`config.mk`:
```
export PLATFORM = sky130hd
export DESIGN_NAME = fifo_wr_ctrl
export DESIGN_NICKNAME = d
export VERILOG_FILES = /design/src/rtl/fifo_wr_ctrl.sv
export SDC_FILE = /design/constraint.sdc
export NUM_CORES = 1
export LEC_CHECK = 0
export CORE_MARGIN = 2
export CORE_UTILIZATION = 50
export CTS_BUF_LIST = sky130_fd_sc_hd__clkbuf_8
export DETAILED_ROUTE_END_ITERATION = 8
export GPL_TIMING_DRIVEN = 0
export PLACE_DENSITY = 0.93
export SETUP_SLACK_MARGIN = 0.2
export SYNTH_ARGS = -nofsm -noshare
export SYNTH_HDL_FRONTEND = slang
export SYNTH_SLANG_ARGS = --single-unit
```
`constraint.sdc`:
```
create_clock -name rx_clk_i -period 3 [get_ports rx_clk_i]
set_clock_uncertainty 0.2 [all_clocks]
set_input_delay 0.3 -clock rx_clk_i [delete_from_list [all_inputs] [get_ports rx_clk_i]]
set_output_delay 0.3 -clock rx_clk_i [all_outputs]
set_load 0.02 [all_outputs]
```
`src/rtl/fifo_wr_ctrl.sv`:
```
// Write-side frame sequencer: waits for FIFO headroom, then writes a 4-word preamble and FRAME_LEN samples.
// Define FIFO_WR_CTRL_CKSUM_EN to append a mod-2^DATA_W payload checksum word to each frame.
module fifo_wr_ctrl #(
    parameter int DATA_W     = 12,
    parameter int FRAME_LEN  = 1024,
    parameter int FIFO_DEPTH = 2048,
    parameter int LVL_W      = 12
) (
    input  logic              rx_clk_i,
    input  logic              rst_n_i,
    input  logic              en_i,
    input  logic              start_i,
    input  logic              clr_ovf_i,
    input  logic [DATA_W-1:0] smp_data_i,
    input  logic              smp_valid_i,
    input  logic              fifo_full_i,
    input  logic [LVL_W-1:0]  fifo_level_i,
    output logic              fifo_wr_en_o,
    output logic [DATA_W-1:0] fifo_wr_data_o,
    output logic              busy_o,
    output logic              done_o,
    output logic              ovf_o,
    output logic [15:0]       frame_cnt_o
);

`ifdef FIFO_WR_CTRL_CKSUM_EN
    localparam int TRAIL_WORDS = 1;
    typedef enum logic [2:0] {IDLE, WAIT_SPACE, HDR, PAYLOAD, TRAIL} state_t;
`else
    localparam int TRAIL_WORDS = 0;
    typedef enum logic [2:0] {IDLE, WAIT_SPACE, HDR, PAYLOAD} state_t;
`endif

    localparam int NEED     = FRAME_LEN + 4 + TRAIL_WORDS;
    localparam int CNT_W    = $clog2(FRAME_LEN + 2);
    localparam int LAST_INT = FRAME_LEN - 1;

    localparam logic [LVL_W:0]   DEPTH_X  = FIFO_DEPTH[LVL_W:0];
    localparam logic [LVL_W:0]   NEED_X   = NEED[LVL_W:0];
    localparam logic [CNT_W-1:0] FULL_CNT = FRAME_LEN[CNT_W-1:0];
    localparam logic [CNT_W-1:0] LAST_IDX = LAST_INT[CNT_W-1:0];

    state_t            state_q, state_d;
    logic [1:0]        hdr_cnt_q, hdr_cnt_d;
    logic [CNT_W-1:0]  pay_cnt_q, pay_cnt_d;
    logic              wr_en_q, wr_en_d;
    logic [DATA_W-1:0] wr_data_q, wr_data_d;
    logic              busy_q, busy_d;
    logic              done_q, done_d;
    logic              ovf_q, ovf_d;
    logic [15:0]       frame_cnt_q, frame_cnt_d;
`ifdef FIFO_WR_CTRL_CKSUM_EN
    logic [DATA_W-1:0] cksum_q, cksum_d;
`endif

    // One extra bit so a level above FIFO_DEPTH goes negative and never reads as space.
    logic [LVL_W:0] headroom;
    logic           space_ok;
    assign headroom = DEPTH_X - {1'b0, fifo_level_i};
    assign space_ok = !headroom[LVL_W] && (headroom >= NEED_X);

    function automatic logic [DATA_W-1:0] hdr_word(input logic [1:0] idx);
        case (idx)
            2'd0:    return DATA_W'(12'hACD);
            2'd1:    return DATA_W'(12'hFFF);
            2'd2:    return DATA_W'(12'hEBE);
            default: return DATA_W'(12'hFDC);
        endcase
    endfunction

    always_comb begin
        state_d   = state_q;
        hdr_cnt_d = hdr_cnt_q;
        pay_cnt_d = pay_cnt_q;
        wr_en_d   = 1'b0;
        wr_data_d = wr_data_q;
        done_d    = 1'b0;
        ovf_d     = ovf_q & ~clr_ovf_i;
`ifdef FIFO_WR_CTRL_CKSUM_EN
        cksum_d   = cksum_q;
`endif
        case (state_q)
            IDLE: begin
                if (start_i && en_i) begin
                    state_d   = WAIT_SPACE;
                    pay_cnt_d = '0;
`ifdef FIFO_WR_CTRL_CKSUM_EN
                    cksum_d   = '0;
`endif
                end
            end
            WAIT_SPACE: begin
                if (space_ok) begin
                    wr_en_d   = 1'b1;
                    wr_data_d = hdr_word(2'd0);
                    hdr_cnt_d = 2'd1;
                    state_d   = HDR;
                end
            end
            HDR: begin
                wr_en_d   = 1'b1;
                wr_data_d = hdr_word(hdr_cnt_q);
                hdr_cnt_d = hdr_cnt_q + 2'd1;
                if (hdr_cnt_q == 2'd3) state_d = PAYLOAD;
            end
            PAYLOAD: begin
                // A full payload count means the done cycle has passed; linger one cycle so busy drops after done.
                if (pay_cnt_q == FULL_CNT) begin
                    state_d = IDLE;
                end else if (smp_valid_i) begin
                    if (fifo_full_i) begin
                        ovf_d   = 1'b1;
                        state_d = IDLE;
                    end else begin
                        wr_en_d   = 1'b1;
                        wr_data_d = smp_data_i;
                        pay_cnt_d = pay_cnt_q + CNT_W'(1);
`ifdef FIFO_WR_CTRL_CKSUM_EN
                        cksum_d   = cksum_q + smp_data_i;
                        if (pay_cnt_q == LAST_IDX) state_d = TRAIL;
`else
                        if (pay_cnt_q == LAST_IDX) done_d = 1'b1;
`endif
                    end
                end
            end
`ifdef FIFO_WR_CTRL_CKSUM_EN
            TRAIL: begin
                if (pay_cnt_q == FULL_CNT) begin
                    wr_en_d   = 1'b1;
                    wr_data_d = cksum_q;
                    done_d    = 1'b1;
                    pay_cnt_d = pay_cnt_q + CNT_W'(1);
                end else begin
                    state_d = IDLE;
                end
            end
`endif
            default: state_d = IDLE;
        endcase
        if (done_d) ovf_d = ovf_d;
        frame_cnt_d = frame_cnt_q + {15'd0, done_d};
        busy_d      = (state_d != IDLE);
    end

    always_ff @(posedge rx_clk_i) begin
        if (!rst_n_i) begin
            state_q     <= IDLE;
            hdr_cnt_q   <= '0;
            pay_cnt_q   <= '0;
            wr_en_q     <= 1'b0;
            wr_data_q   <= '0;
            busy_q      <= 1'b0;
            done_q      <= 1'b0;
            ovf_q       <= 1'b0;
            frame_cnt_q <= '0;
`ifdef FIFO_WR_CTRL_CKSUM_EN
            cksum_q     <= '0;
`endif
        end else begin
            state_q     <= state_d;
            hdr_cnt_q   <= hdr_cnt_d;
            pay_cnt_q   <= pay_cnt_d;
            wr_en_q     <= wr_en_d;
            wr_data_q   <= wr_data_d;
            busy_q      <= busy_d;
            done_q      <= done_d;
            ovf_q       <= ovf_d;
            frame_cnt_q <= frame_cnt_d;
`ifdef FIFO_WR_CTRL_CKSUM_EN
            cksum_q     <= cksum_d;
`endif
        end
    end

    assign fifo_wr_en_o   = wr_en_q;
    assign fifo_wr_data_o = wr_data_q;
    assign busy_o         = busy_q;
    assign done_o         = done_q;
    assign ovf_o          = ovf_q;
    assign frame_cnt_o    = frame_cnt_q;

endmodule
```
==> impl_metrics.toml, run 1 <==
[routing]
drtAntennaViolNets = 0
wl_met1_um = 2380
highest_layer = "met4"
met2_length_um = 3080
wl_per_cell_um = 15.5
drc_errors = 0
firstDrtPassIters = 4
routed-wl-met3_um = 391
postRouteWirelength_um = 5930
routed_via_density = 5.77
drtIter0Drc = 87
vias = 2206

[layout]
syn_to_final_growth_pct = 39.6
utilization_pct = 73.8
n_antenna_cell = 0
final_common_cell = "clkdlybuf4s50_1"
design_area_mm2 = 0.00326
drive_gt1_share_pct = 13.3
nNetsFinal = 369
final_cell_mix = "clkdlybuf4s50_1 (60), dfxtp_1 (44), nand2_1 (24), nor2_1 (23), nand4_1 (11)"
instances_no_fill = 382

[timing]
fin_ws_ns = 0.269
slew_headroom_pct = 65.4
setup_viol = 0
fin_tns_setup_ns = 0
clock.fmax_mhz = 366
hold_viol = 0
finalCritPeriodShare_pct = 91.0
hold_slack_ns = 0.266
maxSlewViolCount = 0
tightest_slew_ns = 0.511
fin_crit_ns = 2.73
rsz0062_at_grt = "false"

[clock_tree]
clkLatencyLatePin_ns = 0.31
ctsHtreeMaxLevel = 2
cts_tree = "built"
clock-sinks = 48
cts-root-buf = "clkbuf_8"
clk_pin_slew_worst_paths_ns = 0.09
cts_buffer_depth = 2
cts-buffers-inserted = 5

[yosys]
yosysUniqueCellTypes = 46
ys_ff_latch = 48
synth-edff-count = 0
synth_nets = 297
syn_inst = 258
synthArstFlopShare_pct = 0
synthesis.area_mm2 = 0.00233
syn-mean-instance-area_um2 = 9.04
synth_top_area_share_pct = 41.2
synth_flop_cell = "dfxtp_1"
ys.warnings.count = 0
ys_seq_area_share_pct = 41.2
yosys.area.top_type = "dfxtp_1"
netlist_top_cells_area = "dfxtp_1 (41%), ha_1 (4.3%), mux2i_1 (4.3%)"

[floorplanning]
die-height_um = 72.3
rows = 24
core-area_mm2 = 0.00441
start_util_pct = 52.8
die_x_um = 72.3
dieArea_mm2 = 0.00523
io_pins = 63

[worst_setup_path]
crit_chain = "buf_6 > and3b_2 > nand3_4 > or4_4 > inv_2 > ha_4 > and3_1 > buf_4 > nand3_2 > or4_1 > a21oi_1"
r2r_slack_ns = 0.27
worst-path-buf-inv = 3
path_class = "flip-flop to flip-flop"
reg2reg_to = "frame_cnt_o[15]"
critPathLaunchType = "flip-flop"
slowest_delay_ns = 0.43
end_kind = "flip-flop"
path_depth = 11
crit_fanout = 10
endpoint = "frame_cnt_o[15]"
cp.arrival_ns = 2.77
path_delay_family = "simple AND/OR/NAND/NOR gates"
cpMaxStageDelayCell = "or4_4"
critPathLaunch = "state_q[2]"
required_ns = 3.04
timing.rr.start = "state_q[2]"
r2r_cells = 11

[place]
hpwlAfterDp_um = 4160
portBuffers = 62
pre_cts_ws_ns = -0.323
routabilityCongestion = 0.808
dpl-instance-area_mm2 = 0.00302
dp_cells = 372

[power_and_ir_drop]
leakage_nw = 1.20
power_density_mw_per_mm2 = 390
finalPower_mw = 1.27
peakVddDrop_mv = 0.219

[status]
status = "completed"

[global_route]
grt_usage_pct = 22.9
grt_pass1_wl_um = 9330
first_global_vias = 2122
grt_max_degree = 15
antenna_found_initial = 0
gr-total-overflow = 0

[hold_path]
holdCritPathClass = "flip-flop to flip-flop"

[flow_run]
cap_violations = 0
-- worst register-to-register path, delay by kind of cell (launching register included) --
family          cells  cell delay (ns)
simple gates        6             1.50
flops               1             0.32
fa+ha+maj           1             0.13
compound gates      1             0.15
buf+inv             3             0.35
-- state kept, by name (all words and copies together) (netlist names) --
signal,count
fifo_wr_en_o,1
frame_cnt_o,16
state_q,3
hdr_cnt_q,2
done_o,1
busy_o,1
pay_cnt_q,11
ovf_o,1
fifo_wr_data_o,12
-- report_power, final --
part           internal [mW]  switching, mW  total [mW]  leakage (nW)
registers              0.638        0.00129       0.639         0.389
clock network          0.328          0.220       0.548        0.0642
logic                 0.0471         0.0340      0.0811         0.751
total                   1.01          0.255        1.27          1.20
-- worst min path at each step --
stage | startpoint | endpoint | slack [ns] | cells past startpoint
floorplan | smp_valid_i | ovf_o | 0.25 | 2
global placement | fifo_wr_data_o[5] | fifo_wr_data_o[5] | 0.25 | 2
detailed placement | fifo_wr_data_o[5] | fifo_wr_data_o[5] | 0.26 | 2
CTS | fifo_wr_data_o[5] | fifo_wr_data_o[5] | 0.27 | 2
global route | smp_valid_i | ovf_o | 0.30 | 3
finish | fifo_wr_data_o[1] | fifo_wr_data_o[1] | 0.27 | 2
-- synth_stat cells (all sizes together), types with 2 or more instances --
| master | number |
|---|---|
| a31oi | 3 |
| buf | 6 |
| o2bb2ai | 3 |
| nand2b | 6 |
| o221a | 5 |
| or3 | 6 |
| ha | 8 |
| nand3 | 11 |
| a21oi | 10 |
| and4 | 2 |
| nand4 | 11 |
| and2 | 5 |
| o221ai | 2 |
| xnor2 | 6 |
| nor3 | 3 |
| nor2 | 23 |
| dfxtp | 48 |
| nand3b | 3 |
| nand2 | 24 |
| o31ai | 4 |
| nor4 | 5 |
| and3b | 2 |
| o21ai | 9 |
| clkbuf | 6 |
| or4 | 3 |
| xor2 | 8 |
| and3 | 4 |
| inv | 11 |
| mux2i | 10 |
-- cell families (layout without fill, tap and decap cells) --
group | Yosys count | in the layout | synth area share [%]
buf+inv | 23 | 95 | 4.56
other cells | 1 | 1 | 0.161
flops | 48 | 48 | 41.2
simple gates | 111 | 111 | 26.6
xor+xnor | 14 | 14 | 5.26
compound gates | 43 | 43 | 13.7
mux | 10 | 10 | 4.29
fa+ha+maj | 8 | 8 | 4.29
-- cell type report --
type | instances | area (um^2)
clock buffer | 5 | 68.8
sequential | 48 | 968
multi-input combinational | 187 | 1340
timing repair buffer | 65 | 641
tap | 52 | 65.1
buffer | 12 | 73.8
inverter | 11 | 41.3
clock inverter | 2 | 60.1
fill | 296 | 1160
-- what timing repair did --
action | 4_1_cts | 5_1_grt
hold buffers | 0 | 0
gates resized for setup | 9 | 16
buffers inserted | 1 | 2
endpoints found under the setup margin | 6 | 6
gates cloned | 0 | 0
-- per-layer routing --
metal | vias up | global-route usage (%)
met1 | 1044 | 26.7
met3 | 9 | 5.83
li1 | 1070 | -
met2 | 83 | 40.5
met5 | - | 0
met4 | 0 | 8.18
No activity file was read; power rests on OpenSTA's default activity.
==> run 2: changes to the inputs <==
--- a/config.mk
+++ b/config.mk
@@ -6,12 +6,12 @@
 export NUM_CORES = 1
 export LEC_CHECK = 0
 export CORE_MARGIN = 2
-export CORE_UTILIZATION = 50
-export CTS_BUF_LIST = sky130_fd_sc_hd__clkbuf_8
+export CORE_UTILIZATION = 48
 export DETAILED_ROUTE_END_ITERATION = 8
 export GPL_TIMING_DRIVEN = 0
-export PLACE_DENSITY = 0.93
+export PLACE_DENSITY = 0.91
 export SETUP_SLACK_MARGIN = 0.2
+export SLEW_MARGIN = 20
 export SYNTH_ARGS = -nofsm -noshare
 export SYNTH_HDL_FRONTEND = slang
 export SYNTH_SLANG_ARGS = --single-unit
==> constraint.sdc (replaced) <==
create_clock -name rx_clk_i -period 3.01 [get_ports rx_clk_i]
set_clock_uncertainty 0.2 [all_clocks]
set_input_delay 0.301 -clock rx_clk_i [delete_from_list [all_inputs] [get_ports rx_clk_i]]
set_output_delay 0.301 -clock rx_clk_i [all_outputs]
set_load 0.02 [all_outputs]
==> impl_metrics.toml, run 2 (synthesis gave the netlist of run 1 again) <==
[layout]
drive_gt1_share_pct = 13.1
n_antenna_cell = 0
nNetsFinal = 367
fill_cells = 362
multi_input_area_mm2 = 0.00135
largest_register_ffs = 16
instances_no_fill = 383
regArea_um2 = 971
final_common_cell = "clkdlybuf4s50_1"
final_cell_mix = "clkdlybuf4s50_1 (60), dfxtp_1 (44), nand2_1 (24), nor2_1 (23), nand4_1 (11)"
syn_to_final_growth_pct = 38.8
utilization_pct = 69.0

[timing]
finalCritPeriodShare_pct = 90.7
clock.fmax_mhz = 366
slew_headroom_pct = 65.2
maxSlewViolCount = 0
fin_tns_setup_ns = 0
rsz0062_at_grt = "false"
fin_crit_ns = 2.73
tightest_slew_ns = 0.514
setup_viol = 0
hold_viol = 0

[worst_setup_path]
cp.arrival_ns = 2.76
crit_fanout = 10
path_class = "flip-flop to flip-flop"
critPathLaunchType = "flip-flop"
required_ns = 3.04
cpMaxStageDelayCell = "or4_1"
path_delay_family = "simple AND/OR/NAND/NOR gates"
slowest_delay_ns = 0.53
end_kind = "flip-flop"
r2r_slack_ns = 0.28
crit_chain = "buf_6 > and3b_2 > nand3_4 > or4_4 > inv_2 > ha_4 > ha_4 > nand3_4 > or4_1 > a21oi_2"
worst-path-buf-inv = 2

[flow_run]
cap_violations = 0

[routing]
routed_via_density = 5.78
drc_errors = 0
drtIter0Drc = 128
wl_per_cell_um = 14.8
vias = 2213
postRouteWirelength_um = 5660
drtAntennaViolNets = 0
firstDrtPassIters = 4

[global_route]
grt_max_degree = 16
grt_usage_pct = 21.2
gr-total-overflow = 0
grt_pass1_wl_um = 9000
first_global_vias = 2037
antenna_found_initial = 0

[clock_tree]
clkLatencyLatePin_ns = 0.30
cts_buffer_depth = 2
clk_pin_slew_worst_paths_ns = 0.09
clock-sinks = 48
cts-root-buf = "clkbuf_8"
cts_tree = "built"
hold_buffers = 0
cts-buffers-inserted = 5
ctsHtreeMaxLevel = 2

[floorplanning]
die_x_um = 73.7
rows = 25
start_util_pct = 49.7
io_pins = 63
die-height_um = 73.7
core-area_mm2 = 0.00469
dieArea_mm2 = 0.00543

[place]
portBuffers = 62
routabilityCongestion = 0.855
dp_cells = 374
hpwlAfterDp_um = 3960

[power_and_ir_drop]
leakage_nw = 1.20
peakVddDrop_mv = 0.184
power_density_mw_per_mm2 = 365

[hold_path]
holdCritPathClass = "flip-flop to flip-flop"

[status]
status = "completed"
## run 2: cell count changes in the layout (fill, tap and decap cells not counted), sizes merged
cell      change
buf           -2
clkinv        +1
bufinv        -1
clkinvlp      +1
## run 2: metal layers
layer | vias to the layer above | routed length (um) | global-route usage [%]
met5 | - | 0 | 0
met4 | 0 | 78 | 7.07
met3 | 8 | 371 | 4.66
met2 | 105 | 2830 | 37.3
met1 | 1027 | 2380 | 25.3
li1 | 1073 | - | -
## run 2: worst paths after layout
kind	startpoint	end	cells after the start
max reg2reg	state_q[1]	frame_cnt_o[14]	10
max	state_q[1]	frame_cnt_o[14]	10
min	fifo_wr_data_o[5]	fifo_wr_data_o[5]	2
min reg2reg	fifo_wr_data_o[5]	fifo_wr_data_o[5]	2
## run 2: layout make-up
class | instances | area share (%)
Multi-Input combinational cell | 187 | 41.6
Sequential cell | 48 | 30.0
Timing Repair Buffer | 63 | 19.3
Buffer | 12 | 2.28
Clock buffer | 5 | 2.13
Tap cell | 54 | 2.09
Clock inverter | 3 | 1.31
Inverter | 11 | 1.28
## run 2: worst reg2reg max path, delay by kind of cell, from the launching register on
kind / cells / cell delay, ns
buf+inv: 2 / 0.22
flops: 1 / 0.35
compound gates: 1 / 0.15
fa+ha+maj: 2 / 0.30
simple gates: 5 / 1.43
## run 2: metrics by stage
step / instance area [um^2] / power, mW / hold WS (ns) / setup slack [ns]
after floorplan: 2330 / 0.682 / 0.251 / 0.333
after global placement: 3020 / 0.732 / 0.249 / -0.242
after detailed placement: 3020 / 0.733 / 0.259 / -0.345
after CTS: 3170 / 1.19 / 0.270 / 0.209
after global routing: 3240 / 1.22 / 0.294 / 0.209
final: 3240 / 1.18 / 0.265 / 0.280
## run 2: power breakdown
group          leakage (nW)  internal, mW  switching (mW)
clock                0.0541         0.246           0.221
combinational         0.757        0.0469          0.0339
sequential            0.390         0.635         0.00126
total                  1.20         0.928           0.256
## run 2: timing repair
item / in CTS / in global routing
cloned: 0 / 0
gates resized for setup: 14 / 13
hold endpoints to repair: 0 / 0
pin swaps: 0 / 1
endpoints found under the setup margin: 6 / 5
buffers inserted: 0 / 1
==> run 3: changes to the inputs <==
--- a/config.mk
+++ b/config.mk
@@ -11,7 +11,7 @@
 export GPL_TIMING_DRIVEN = 0
 export PLACE_DENSITY = 0.91
 export SETUP_SLACK_MARGIN = 0.2
-export SLEW_MARGIN = 20
+export SLEW_MARGIN = 40
 export SYNTH_ARGS = -nofsm -noshare
 export SYNTH_HDL_FRONTEND = slang
 export SYNTH_SLANG_ARGS = --single-unit
==> results of run 3 <==
Same layout as run 2: the final DEF is identical, and so are final timing and power.
